[src/rtl/fwd_seq_pkg.sv]
// Shared types and constants for the 9-2-9 VAE forward-pass sequencer.
// Holds the FSM state encoding, activation select codes, result/weight
// base addresses and the nominal pass length.
package fwd_seq_pkg;

  localparam int N_IN_DEF  = 9;
  localparam int N_LAT_DEF = 2;
  localparam int AW_DEF    = 7;

  typedef enum logic [2:0] {
    IDLE     = 3'd0,
    L1_MAC   = 3'd1,
    L1_STORE = 3'd2,
    SAMPLE   = 3'd3,
    L3_MAC   = 3'd4,
    L3_STORE = 3'd5,
    DONE     = 3'd6
  } fwd_state_e;

  localparam logic [1:0] ACT_PASS = 2'b00;
  localparam logic [1:0] ACT_SP2  = 2'b01;
  localparam logic [1:0] ACT_SIG  = 2'b10;

  localparam int RES_BASE_A2  = 4;
  localparam int RES_BASE_OUT = 6;
  localparam int W_BASE_L3    = 2 * N_LAT_DEF * N_IN_DEF;

  // Cycles from accept to the done cycle inclusive: layer 1 (MAC terms plus
  // one store per neuron), the sample steps, layer 3, and the DONE cycle.
  function automatic int pass_len(input int n_in, input int n_lat);
    return 2 * n_lat * (n_in + 1) + n_lat + n_in * (n_lat + 1) + 1;
  endfunction

  localparam int PASS_LEN = pass_len(N_IN_DEF, N_LAT_DEF);

endpackage

[src/rtl/fwd_seq_ctrl_idx_cnt.sv]
// fwd_idx_cnt: two-level neuron/term counter shared by layer 1, the sample
// step and layer 3. The inner index walks MAC terms, the outer index walks
// neurons (or latent samples). Limits come in per cycle so one instance
// serves every phase. Next-state values are exported so the sequencer can
// register its output strobes in the same cycle the counters update.
module fwd_idx_cnt #(
  parameter int CW = 4
) (
  input  logic          clk,
  input  logic          rst,
  input  logic          i_clr,
  input  logic          i_inc_inner,
  input  logic          i_inc_outer,
  input  logic [CW-1:0] i_inner_last,
  input  logic [CW-1:0] i_outer_last,
  output logic [CW-1:0] o_inner_nxt,
  output logic [CW-1:0] o_outer_nxt,
  output logic          o_inner_wrap,
  output logic          o_outer_wrap
);

  logic [CW-1:0] r_inner;
  logic [CW-1:0] r_outer;
  logic [CW-1:0] w_inner_nxt;
  logic [CW-1:0] w_outer_nxt;

  assign o_inner_wrap = (r_inner == i_inner_last);
  assign o_outer_wrap = (r_outer == i_outer_last);
  assign o_inner_nxt  = w_inner_nxt;
  assign o_outer_nxt  = w_outer_nxt;

  // Next index values: clear wins, otherwise each level steps and wraps to 0.
  always_comb begin
    w_inner_nxt = r_inner;
    w_outer_nxt = r_outer;
    if (i_clr) begin
      w_inner_nxt = '0;
      w_outer_nxt = '0;
    end else begin
      if (i_inc_inner) begin
        w_inner_nxt = o_inner_wrap ? '0 : r_inner + 1'b1;
      end
      if (i_inc_outer) begin
        w_outer_nxt = o_outer_wrap ? '0 : r_outer + 1'b1;
      end
    end
  end

  // Index registers.
  always_ff @(posedge clk or posedge rst) begin
    if (rst) begin
      r_inner <= '0;
      r_outer <= '0;
    end else begin
      r_inner <= w_inner_nxt;
      r_outer <= w_outer_nxt;
    end
  end

endmodule

[src/rtl/fwd_seq_ctrl.sv]
// fwd_seq_ctrl: sequencer for the time-multiplexed forward pass of the
// 9-2-9 VAE datapath (shared MAC, softplus_squared, sigmoid, XOR_RNG,
// result register file). It only emits control: operand select,
// weight/bias addresses, MAC strobes, activation select and result writes.
//
// Handshake: a pass is accepted on a rising edge where start=1 and ready=1.
// ready is high only in IDLE (and not stalled); busy is high from the cycle
// after acceptance through DONE; done pulses for one cycle at the end.
// start while busy or in DONE is dropped, never queued.
//
// Optional build macro FWD_SEQ_STALL_EN adds a stall input that freezes the
// sequencer and masks all strobes while high; addresses keep their values.
//
// All outputs are registered from the next-state decode, so they always
// reflect the current state register; only the stall mask is combinational.
module fwd_seq_ctrl
  import fwd_seq_pkg::*;
#(
  parameter int N_IN  = N_IN_DEF,
  parameter int N_LAT = N_LAT_DEF,
  parameter int AW    = AW_DEF
) (
  input  logic          clk,
  input  logic          rst,
`ifdef FWD_SEQ_STALL_EN
  input  logic          stall,
`endif
  input  logic          start,
  output logic          ready,
  output logic          busy,
  output logic          done,
  output logic [3:0]    in_sel,
  output logic [AW-1:0] w_addr,
  output logic [3:0]    b_addr,
  output logic          mac_clr,
  output logic          mac_en,
  output logic          bias_en,
  output logic [1:0]    act_sel,
  output logic          rng_step,
  output logic          res_we,
  output logic [3:0]    res_addr,
  output fwd_state_e    o_dbg_state
);

  localparam int CW     = 4;
  localparam int W_BASE = 2 * N_LAT * N_IN;

  localparam logic [CW-1:0] L1_K_LAST  = CW'(N_IN - 1);
  localparam logic [CW-1:0] L1_N_LAST  = CW'(2 * N_LAT - 1);
  localparam logic [CW-1:0] SMP_LAST   = CW'(N_LAT - 1);
  localparam logic [CW-1:0] L3_K_LAST  = CW'(N_LAT - 1);
  localparam logic [CW-1:0] L3_N_LAST  = CW'(N_IN - 1);

  fwd_state_e    r_state;
  fwd_state_e    w_state_nxt;

  logic          w_stall;
  logic          w_accept;
  logic          w_clr;
  logic          w_inc_inner;
  logic          w_inc_outer;
  logic          w_inner_wrap;
  logic          w_outer_wrap;
  logic [CW-1:0] w_inner_last;
  logic [CW-1:0] w_outer_last;
  logic [CW-1:0] w_inner_nxt;
  logic [CW-1:0] w_outer_nxt;

  // Registered outputs and their next-state decode.
  logic          r_ready, w_ready_d;
  logic          r_busy, w_busy_d;
  logic          r_done, w_done_d;
  logic          r_mac_clr, w_mac_clr_d;
  logic          r_mac_en, w_mac_en_d;
  logic          r_bias_en, w_bias_en_d;
  logic          r_rng_step, w_rng_step_d;
  logic          r_res_we, w_res_we_d;
  logic [1:0]    r_act_sel, w_act_sel_d;
  logic [3:0]    r_in_sel, w_in_sel_d;
  logic [AW-1:0] r_waddr, w_waddr_d;
  logic [3:0]    r_baddr, w_baddr_d;
  logic [3:0]    r_raddr, w_raddr_d;

`ifdef FWD_SEQ_STALL_EN
  assign w_stall = stall;
`else
  assign w_stall = 1'b0;
`endif

  assign w_accept = (r_state == IDLE) && start && !w_stall;

  // Term limit depends on the layer; neuron limit depends on the phase.
  assign w_inner_last = (r_state == L3_MAC) ? L3_K_LAST : L1_K_LAST;
  assign w_outer_last = (r_state == SAMPLE)   ? SMP_LAST  :
                        (r_state == L3_STORE) ? L3_N_LAST : L1_N_LAST;

  fwd_idx_cnt #(
    .CW (CW)
  ) u_idx_cnt (
    .clk          (clk),
    .rst          (rst),
    .i_clr        (w_clr),
    .i_inc_inner  (w_inc_inner),
    .i_inc_outer  (w_inc_outer),
    .i_inner_last (w_inner_last),
    .i_outer_last (w_outer_last),
    .o_inner_nxt  (w_inner_nxt),
    .o_outer_nxt  (w_outer_nxt),
    .o_inner_wrap (w_inner_wrap),
    .o_outer_wrap (w_outer_wrap)
  );

  // State register.
  always_ff @(posedge clk or posedge rst) begin
    if (rst) begin
      r_state <= IDLE;
    end else begin
      r_state <= w_state_nxt;
    end
  end

  // Next state and counter control; a stall freezes everything.
  always_comb begin
    w_state_nxt = r_state;
    w_clr       = 1'b0;
    w_inc_inner = 1'b0;
    w_inc_outer = 1'b0;
    if (!w_stall) begin
      case (r_state)
        IDLE: begin
          if (w_accept) begin
            w_state_nxt = L1_MAC;
            w_clr       = 1'b1;
          end
        end
        L1_MAC: begin
          w_inc_inner = 1'b1;
          if (w_inner_wrap) w_state_nxt = L1_STORE;
        end
        L1_STORE: begin
          if (w_outer_wrap) begin
            w_state_nxt = SAMPLE;
            w_clr       = 1'b1;
          end else begin
            w_state_nxt = L1_MAC;
            w_inc_outer = 1'b1;
          end
        end
        SAMPLE: begin
          if (w_outer_wrap) begin
            w_state_nxt = L3_MAC;
            w_clr       = 1'b1;
          end else begin
            w_inc_outer = 1'b1;
          end
        end
        L3_MAC: begin
          w_inc_inner = 1'b1;
          if (w_inner_wrap) w_state_nxt = L3_STORE;
        end
        L3_STORE: begin
          if (w_outer_wrap) begin
            w_state_nxt = DONE;
            w_clr       = 1'b1;
          end else begin
            w_state_nxt = L3_MAC;
            w_inc_outer = 1'b1;
          end
        end
        DONE: begin
          w_state_nxt = IDLE;
        end
        default: begin
          w_state_nxt = IDLE;
        end
      endcase
    end
  end

  // Output decode from the state/indices that take effect at the next edge.
  always_comb begin
    w_ready_d    = 1'b0;
    w_busy_d     = (w_state_nxt != IDLE);
    w_done_d     = 1'b0;
    w_mac_clr_d  = 1'b0;
    w_mac_en_d   = 1'b0;
    w_bias_en_d  = 1'b0;
    w_rng_step_d = 1'b0;
    w_res_we_d   = 1'b0;
    w_act_sel_d  = ACT_PASS;
    w_in_sel_d   = '0;
    w_waddr_d    = '0;
    w_baddr_d    = '0;
    w_raddr_d    = '0;
    case (w_state_nxt)
      IDLE: begin
        w_ready_d = 1'b1;
      end
      L1_MAC: begin
        w_mac_en_d  = 1'b1;
        w_mac_clr_d = (w_inner_nxt == '0);
        w_in_sel_d  = w_inner_nxt;
        w_waddr_d   = AW'(int'(w_outer_nxt) * N_IN + int'(w_inner_nxt));
      end
      L1_STORE: begin
        // Odd layer-1 neurons are the d (variance) neurons.
        w_bias_en_d = 1'b1;
        w_baddr_d   = w_outer_nxt;
        w_act_sel_d = w_outer_nxt[0] ? ACT_SP2 : ACT_PASS;
        w_res_we_d  = 1'b1;
        w_raddr_d   = w_outer_nxt;
      end
      SAMPLE: begin
        w_rng_step_d = 1'b1;
        w_res_we_d   = 1'b1;
        w_act_sel_d  = ACT_PASS;
        w_raddr_d    = 4'(RES_BASE_A2 + int'(w_outer_nxt));
      end
      L3_MAC: begin
        w_mac_en_d  = 1'b1;
        w_mac_clr_d = (w_inner_nxt == '0);
        w_in_sel_d  = w_inner_nxt;
        w_waddr_d   = AW'(W_BASE + int'(w_outer_nxt) * N_LAT + int'(w_inner_nxt));
      end
      L3_STORE: begin
        w_bias_en_d = 1'b1;
        w_baddr_d   = 4'(2 * N_LAT + int'(w_outer_nxt));
        w_act_sel_d = ACT_SIG;
        w_res_we_d  = 1'b1;
        w_raddr_d   = 4'(RES_BASE_OUT + int'(w_outer_nxt));
      end
      DONE: begin
        w_done_d = 1'b1;
      end
      default: begin
        w_busy_d = 1'b0;
      end
    endcase
  end

  // Output registers; ready comes out of reset high.
  always_ff @(posedge clk or posedge rst) begin
    if (rst) begin
      r_ready    <= 1'b1;
      r_busy     <= 1'b0;
      r_done     <= 1'b0;
      r_mac_clr  <= 1'b0;
      r_mac_en   <= 1'b0;
      r_bias_en  <= 1'b0;
      r_rng_step <= 1'b0;
      r_res_we   <= 1'b0;
      r_act_sel  <= ACT_PASS;
      r_in_sel   <= '0;
      r_waddr    <= '0;
      r_baddr    <= '0;
      r_raddr    <= '0;
    end else begin
      r_ready    <= w_ready_d;
      r_busy     <= w_busy_d;
      r_done     <= w_done_d;
      r_mac_clr  <= w_mac_clr_d;
      r_mac_en   <= w_mac_en_d;
      r_bias_en  <= w_bias_en_d;
      r_rng_step <= w_rng_step_d;
      r_res_we   <= w_res_we_d;
      r_act_sel  <= w_act_sel_d;
      r_in_sel   <= w_in_sel_d;
      r_waddr    <= w_waddr_d;
      r_baddr    <= w_baddr_d;
      r_raddr    <= w_raddr_d;
    end
  end

  // Strobes are masked while stalled; a held DONE keeps its pulse pending.
  assign ready       = r_ready    && !w_stall;
  assign done        = r_done     && !w_stall;
  assign mac_clr     = r_mac_clr  && !w_stall;
  assign mac_en      = r_mac_en   && !w_stall;
  assign bias_en     = r_bias_en  && !w_stall;
  assign rng_step    = r_rng_step && !w_stall;
  assign res_we      = r_res_we   && !w_stall;
  assign busy        = r_busy;
  assign act_sel     = r_act_sel;
  assign in_sel      = r_in_sel;
  assign w_addr      = r_waddr;
  assign b_addr      = r_baddr;
  assign res_addr    = r_raddr;
  assign o_dbg_state = r_state;

endmodule

[config.mk]
export PLATFORM = sky130hd
export DESIGN_NAME = fwd_seq_ctrl
export DESIGN_NICKNAME = d
export VERILOG_FILES = /design/src/rtl/fwd_seq_pkg.sv /design/src/rtl/fwd_seq_ctrl_idx_cnt.sv /design/src/rtl/fwd_seq_ctrl.sv
export SDC_FILE = /design/constraint.sdc
export NUM_CORES = 1
export LEC_CHECK = 0
export CAP_MARGIN = 20
export CORE_MARGIN = 1.5
export CORE_UTILIZATION = 55
export DETAILED_ROUTE_END_ITERATION = 16
export PLACE_DENSITY = 0.88
export SKIP_CTS_REPAIR_TIMING = 1
export SYNTH_ARGS = -nofsm -noshare
export SYNTH_HDL_FRONTEND = slang
export SYNTH_SLANG_ARGS = --single-unit
[constraint.sdc]
create_clock -name clk -period 8.54 [get_ports clk]
set_clock_uncertainty 0.15 [all_clocks]
set_input_delay 0.854 -clock clk [delete_from_list [all_inputs] [get_ports clk]]
set_output_delay 0.854 -clock clk [all_outputs]
set_load 0.005 [all_outputs]
# After elaboration in Yosys (flattened, before gate mapping)
# Cells that the tools add are included.
# Widths: inputs -> output; s select.
[classes]
mul = 1
n_mux = 36
addsub = 7
n_eq_ne = 13
reduce_logical = 11
[ops]
columns = ["cell", "count"]
rows = [
  ["$mux 4", 10],
  ["$pmux 3 s6", 1],
  ["$eq 3x3->1 const B", 5],
  ["$add 7x4->7", 2],
  ["$mux 1", 14],
  ["$pmux 7 s2", 1],
  ["$eq 3x2->1 const B", 4],
  ["$mux 3", 4],
  ["$pmux 4 s3", 1],
  ["$add 3x4->4 const A", 2],
  ["$add 4x1->4 const B", 2],
  ["$eq 4x4->1", 2],
  ["$pmux 4 s2", 1],
  ["$add 6x5->7 const A", 1],
  ["$mul 4x4->7 const B", 1],
  ["$reduce_or 7->1", 1],
  ["$eq 3x1->1 const B", 2],
  ["$logic_not 3->1", 2],
  ["$reduce_or 2->1", 3],
  ["$reduce_or 3->1", 2],
  ["$logic_not 4->1", 1],
  ["$mux 2", 2],
  ["$pmux 2 s2", 1],
  ["$reduce_bool 3->1", 1],
  ["2 further kinds", 2],
]
[word_totals]
out_inout_bits = 32
elab_cells = 84
inputBits = 3
ff_bits = 40

# Longest topological paths before layout
[depth]
depth_word = 11
ltp_mapped = 15
mapped_depth_nobuf = 13

# Modules after synthesis
# Synthesis repeated with hierarchy kept, for this count alone.
[hier_totals]
hier_cells = 221
area_unflattened_um2 = 2326.0
[modules_own_cells]
columns = ["module", "cells_per_inst", "seq_area_each_um2", "area_each_um2", "instances"]
rows = [
  ["fwd_seq_ctrl", 169, 802.0, 1778.0, 1],
  ["fwd_idx_cnt", 52, 200.2, 548.0, 1],
]

# Least setup slack after synthesis
# OpenSTA, ideal clock, no wires.
[synth_path]
kind = "input -> register"
start = "input port start"
end = "register r_waddr[5] (netlist: w_addr[5])"
setup_ps = 121
required_time_ps = 8269
slack_ps = 5167
cell_stages = 12
path_buffers = 0
arrival_ps = 3102
cell_sequence = "nor4b_1 inv_1 o21a_2 o21ai_2 inv_1 ha_1 ha_1 fa_1 a21o_1 a21oi_1 xnor2_1 a22o_1"
[synth_via]
elab_chain_len = 7
word_cells_on_any_way = 14
cone_classes = "add/sub (3); mul (1); eq/ne (2); mux (7); reduce/logical (1)"
[synth_rtl]
columns = ["element", "line_no", "rtl"]
rows = [
  ["from (decl)", "fwd_seq_ctrl.sv:28", "input logic start,"],
  ["$logic_and 1x1->1 *", "fwd_seq_ctrl.sv:90", "assign w_accept = (r_state == IDLE) && start && !w_stall;"],
  ["$mux 1 *", "fwd_seq_ctrl.sv:131", "if (w_accept) begin"],
  ["$pmux 1 s2 *", "fwd_seq_ctrl.sv:129", "case (r_state)"],
  ["$mux 4 *", "fwd_seq_ctrl_idx_cnt.sv:36", "if (i_clr) begin"],
  ["via u_idx_cnt.o_outer_nxt[1]", "fwd_seq_ctrl_idx_cnt.sv:17", "output logic [CW-1:0] o_outer_nxt,"],
  ["$mul 4x4->7 / $add 6x5->7 (equally long branches)", "fwd_seq_ctrl.sv:203, fwd_seq_ctrl.sv:223", ""],
  ["$add 7x4->7 (on tied branches)", "fwd_seq_ctrl.sv:203, fwd_seq_ctrl.sv:223", ""],
  ["$pmux 7 s2 *", "fwd_seq_ctrl.sv:195", "case (w_state_nxt)"],
  ["via w_waddr_d[5]", "fwd_seq_ctrl.sv:80", "logic [AW-1:0] r_waddr, w_waddr_d;"],
  ["to (signal assigned)", "fwd_seq_ctrl.sv:268", "r_waddr <= w_waddr_d;"],
  ["to (decl)", "fwd_seq_ctrl.sv:80", ""],
]
# The timed path passes the listed nets; every way through them passes the cells marked *.

# Final worst setup path
[layout_path]
start = "register r_state[0] (netlist: o_dbg_state[0])"
end = "register r_waddr[6] (netlist: w_addr[6])"
[layout_via]
elab_chain_len = 11
word_cells_on_any_way = 40
cone_classes = "add/sub (3); mul (1); eq/ne (9); mux (23); reduce/logical (4)"
[layout_rtl]
columns = ["element", "line_no", "rtl"]
rows = [
  ["from (decl)", "fwd_seq_ctrl.sv:54", "fwd_state_e r_state;"],
  ["from (signal assigned)", "fwd_seq_ctrl.sv:118", "r_state <= w_state_nxt;"],
  ["$eq 3x3->1", "fwd_seq_ctrl.sv:95, fwd_seq_ctrl.sv:129", ""],
  ["$mux 4", "fwd_seq_ctrl.sv:95", "(r_state == L3_STORE) ? L3_N_LAST : L1_N_LAST;"],
  ["$mux 4", "fwd_seq_ctrl.sv:94", "assign w_outer_last = (r_state == SAMPLE) ? SMP_LAST :"],
  ["$eq 4x4->1", "fwd_seq_ctrl_idx_cnt.sv:28", "assign o_outer_wrap = (r_outer == i_outer_last);"],
  ["$mux 1", "fwd_seq_ctrl.sv:141, fwd_seq_ctrl.sv:150, fwd_seq_ctrl.sv:162", ""],
  ["$mux 1", "--", ""],
  ["$mux 4", "fwd_seq_ctrl_idx_cnt.sv:43", "if (i_inc_outer) begin"],
  ["$mux 4 *", "fwd_seq_ctrl_idx_cnt.sv:36", ""],
  ["via u_idx_cnt.o_outer_nxt[3]", "fwd_seq_ctrl_idx_cnt.sv:17", ""],
  ["$mul 4x4->7 / $add 6x5->7 (equally long branches)", "fwd_seq_ctrl.sv:203, fwd_seq_ctrl.sv:223", ""],
  ["$add 7x4->7 (on tied branches)", "fwd_seq_ctrl.sv:203, fwd_seq_ctrl.sv:223", ""],
  ["$pmux 7 s2 *", "fwd_seq_ctrl.sv:195", ""],
  ["via w_waddr_d[6]", "fwd_seq_ctrl.sv:80", ""],
]
# Marks and branches as above.

==> results.py <==
metrics = {
    "worst_setup_path": {
        "worstPathMaxFanout": 25,
        "worstReg2RegStart": "o_dbg_state[0]",
        "timing.reg2reg.setup_slack_ps": 4410,
        "critPathArrivalTime_ps": 4160,
        "critical_path_class": "flip-flop to flip-flop",
        "worst_setup_path_end_kind": "flip-flop",
        "cp_data_required_time_ps": 8560,
        "worst_reg2reg_path_depth": 12,
        "crit_path_start_kind": "flip-flop",
        "reg2reg_to": "w_addr[6]",
    },
    "logic_synthesis": {
        "synth-compound-area-share_pct": 19.68,
        "netlist_instances": 241,
        "ys_types": 72,
        "postSynth.asyncResetShare_pct": 100.0,
        "synth_top_family_by_area": "compound AO/OA/AOI/OAI gates",
        "synth_enable_flop_cells": 0,
        "synth_fp_nets": 267,
        "post_synth_and_or_nand_nor_area_fraction_pct": 16.87,
        "post_synth_xor_area_fraction_pct": 3.453,
        "yosys.area_share.adder_pct": 12.23,
        "postSynthRegisterBits": 40,
        "mux_contribution_to_synthesized_area_pct": 2.615,
        "post-synth-top-area-fraction_pct": 38.48,
        "ys.flop_type": "sky130_fd_sc_hd__dfrtp_1",
        "yosys-top-cells-count": "39 x sky130_fd_sc_hd__dfrtp_1, 20 x sky130_fd_sc_hd__ha_1, 20 x sky130_fd_sc_hd__inv_1",
        "syn_avg_cell_area_um2": 10.52,
        "mappedNetlistArea_um2": 2536,
        "yosysTopAreaCell": "sky130_fd_sc_hd__dfrtp_1",
        "synth-warning-count": 0,
        "yosysSeqAreaShare_pct": 39.52,
        "synthMostInstantiatedCell": "sky130_fd_sc_hd__dfrtp_1",
        "synth_area_leaders": "sky130_fd_sc_hd__dfrtp_1 38%, sky130_fd_sc_hd__ha_1 9.9%, sky130_fd_sc_hd__a21oi_1 3.0%",
    },
    "sta": {
        "worst_slew_margin_rel_pct": 41.57,
        "final-setup-viol-count": 0,
        "finalCritPeriodShare_pct": 48.40,
        "timing_worst_slew_pin_value_ps": 876.5,
        "fin_tns_setup_ps": 0,
        "fin_worst_hold_slack_ps": 621.2,
        "max_freq_mhz": 241.9,
        "finalCriticalPeriod_ps": 4133,
        "grt_setup_unrepaired": "false",
        "drv_slew": 0,
        "hold_viol": 0,
    },
    "global_routing": {
        "first_global_vias": 1942,
        "antenna_violations_before_repair": 0,
        "first_pass_grt_wire_length_mm": 9.666,
        "grt_max_degree": 41,
        "global_route.overflow_total": 0,
        "gr-usage-all-layers_pct": 24.50,
    },
    "clocking": {
        "clock_tree.root_cell": "sky130_fd_sc_hd__clkbuf_8",
        "clkSinkCount": 40,
        "clock_buffer_count_from_cts": 5,
        "tritoncts": "yes",
        "cts_h_tree_lvls": 2,
        "worstSkewPairLatency_ps": 310,
        "clock_tree.buffer_depth": 2,
        "clk_pin_slew_worst_paths_ps": 90,
    },
    "floorplan": {
        "core_area_um2": 4384,
        "effective_utilization_at_floorplan_pct": 57.85,
        "num_rows": 24,
        "chipWidth_um": 70.91,
        "die_height_um": 70.91,
        "floorplan.io_pins": 35,
        "die-area_um2": 5028,
    },
    "hold_path": {
        "end_of_the_worst_hold_path": "act_sel[1]",
        "whs_path_depth": 2,
        "min_path_type": "flip-flop to flip-flop",
        "hold_path.startpoint": "u_idx_cnt.r_inner[2]",
    },
    "place": {
        "gp_congestion": 0.9362,
        "buffer_ports.inserted": 34,
        "place_hpwl_mm": 4.092,
    },
    "run": {
        "timing.max_cap.violations": 0,
    },
    "finish": {
        "fill_cells": 339,
        "fin_nets": 299,
        "n_antenna_cell": 0,
        "layout.core_utilization_pct": 68.44,
        "share_of_layout_cells_above_drive_strength_1_pct": 10.95,
        "flow.area_growth_from_synthesis_pct": 18.30,
    },
    "route": {
        "detailroute.via_count": 2015,
        "remaining_drc_errors": 0,
        "wire_per_inst_um": 17.69,
        "drt_pass1_iterations": 5,
        "postRouteAntennaNets": 0,
        "wl_mm": 5.767,
        "drt-initial-drc-count": 271,
        "avgViaCountPerCell": 6.181,
    },
    "power_and_ir_drop": {
        "cellPowerDensity_nw_per_um2": 464.4,
        "worst_ir_drop_on_vdd_v": 0.0002575,
        "leakagePower_nw": 1.444,
        "report.power.total_mw": 1.393,
    },
    "run_status": {
        "outcome": "completed",
    },
}
[cell type report]
class,instances,area [um2],area share (%)
Clock inverter,3,46.29,1.543
Sequential cell,40,1002,33.40
Tap cell,52,65.06,2.168
Multi-Input combinational cell,170,1391,46.37
Clock buffer,5,68.82,2.294
Inverter,21,78.83,2.627
Timing Repair Buffer,35,347.8,11.59
[critical path: stages, from the launching register on]
cell and delay [ps]:
sky130_fd_sc_hd__dfrtp_1 920, sky130_fd_sc_hd__inv_1 350, sky130_fd_sc_hd__nor3b_1 380, sky130_fd_sc_hd__a21oi_1 170
sky130_fd_sc_hd__and2b_1 340, sky130_fd_sc_hd__ha_1 360, sky130_fd_sc_hd__ha_1 310, sky130_fd_sc_hd__ha_1 350
sky130_fd_sc_hd__o21ai_0 160, sky130_fd_sc_hd__o21bai_1 70, sky130_fd_sc_hd__a21oi_1 180, sky130_fd_sc_hd__nand2b_1 140
sky130_fd_sc_hd__o221ai_2 100
[cells in the final DEF (no fill, tap or decap), types with 4 or more instances in the layout]
master | synthesis | routed
sky130_fd_sc_hd__nand3_1 | 6 | 6
sky130_fd_sc_hd__o21ai_1 | 6 | 6
sky130_fd_sc_hd__a22o_1 | 4 | 4
sky130_fd_sc_hd__xor2_1 | 6 | 6
sky130_fd_sc_hd__a21o_1 | 4 | 4
sky130_fd_sc_hd__a211oi_1 | 4 | 4
sky130_fd_sc_hd__inv_1 | 20 | 20
sky130_fd_sc_hd__clkbuf_8 | 0 | 5
sky130_fd_sc_hd__nor2_1 | 9 | 9
sky130_fd_sc_hd__xnor2_1 | 4 | 4
sky130_fd_sc_hd__nand2_1 | 14 | 14
sky130_fd_sc_hd__ha_1 | 20 | 20
sky130_fd_sc_hd__a21oi_1 | 15 | 15
sky130_fd_sc_hd__o21a_1 | 4 | 4
sky130_fd_sc_hd__clkdlybuf4s50_1 | 0 | 34
sky130_fd_sc_hd__nand2b_1 | 5 | 5
sky130_fd_sc_hd__dfrtp_1 | 39 | 39
[through the flow]
stage / setup slack [ps] / instances / cell area [um2]
floorplan: 5167 / 241 / 2536
global placement: 4397 / 318 / 2885
detailed placement: 4302 / 318 / 2885
CTS: 4460 / 326 / 3000
global route: 4203 / 326 / 3000
finish: 4407 / 326 / 3000
[report_power, final]
group	internal, mW	switching, mW	leakage [nW]
Combinational	0.419	0.472	0.872
Clock	0.0881	0.0760	0.0548
Sequential	0.258	0.0797	0.516
Total	0.765	0.628	1.44
[registers in the layout (all words and copies together) (netlist names)]
name,count
w_addr,7
res_we,1
bias_en,1
res_addr,4
rng_step,1
b_addr,4
u_idx_cnt.r_outer,4
ready,1
busy,1
done,1
o_dbg_state,3
mac_clr,1
u_idx_cnt.r_inner,4
act_sel,2
mac_en,1
in_sel,4
[cell families after synthesis]
| logic type | count (synthesis) |
|---|---|
| compound gates | 66 |
| xor+xnor | 10 |
| buf+inv | 31 |
| mux | 6 |
| simple gates | 65 |
| fa+ha+maj | 23 |
| flops | 40 |
[worst max path at each step]
stage	from	endpoint	slack, ps	cells after the start
3_3_place_gp	start	w_addr[5]	4400	13
3_5_place_dp	start	w_addr[5]	4300	13
5_1_grt	o_dbg_state[0]	w_addr[6]	4200	12
2_1_floorplan	start	w_addr[5]	5170	12
4_1_cts	o_dbg_state[0]	w_addr[6]	4460	12
6_report	o_dbg_state[0]	w_addr[6]	4410	12
[routing by layer]
layer | vias to the layer above | track usage [%] | wire [um]
met1 | 999 | 31.41 | 2461
li1 | 943 | - | -
met4 | 0 | 8.386 | 78
met5 | - | 0 | 0
met3 | 8 | 4.701 | 253
met2 | 65 | 41.74 | 2973
Note: power is estimated with default switching activity, not from simulation.
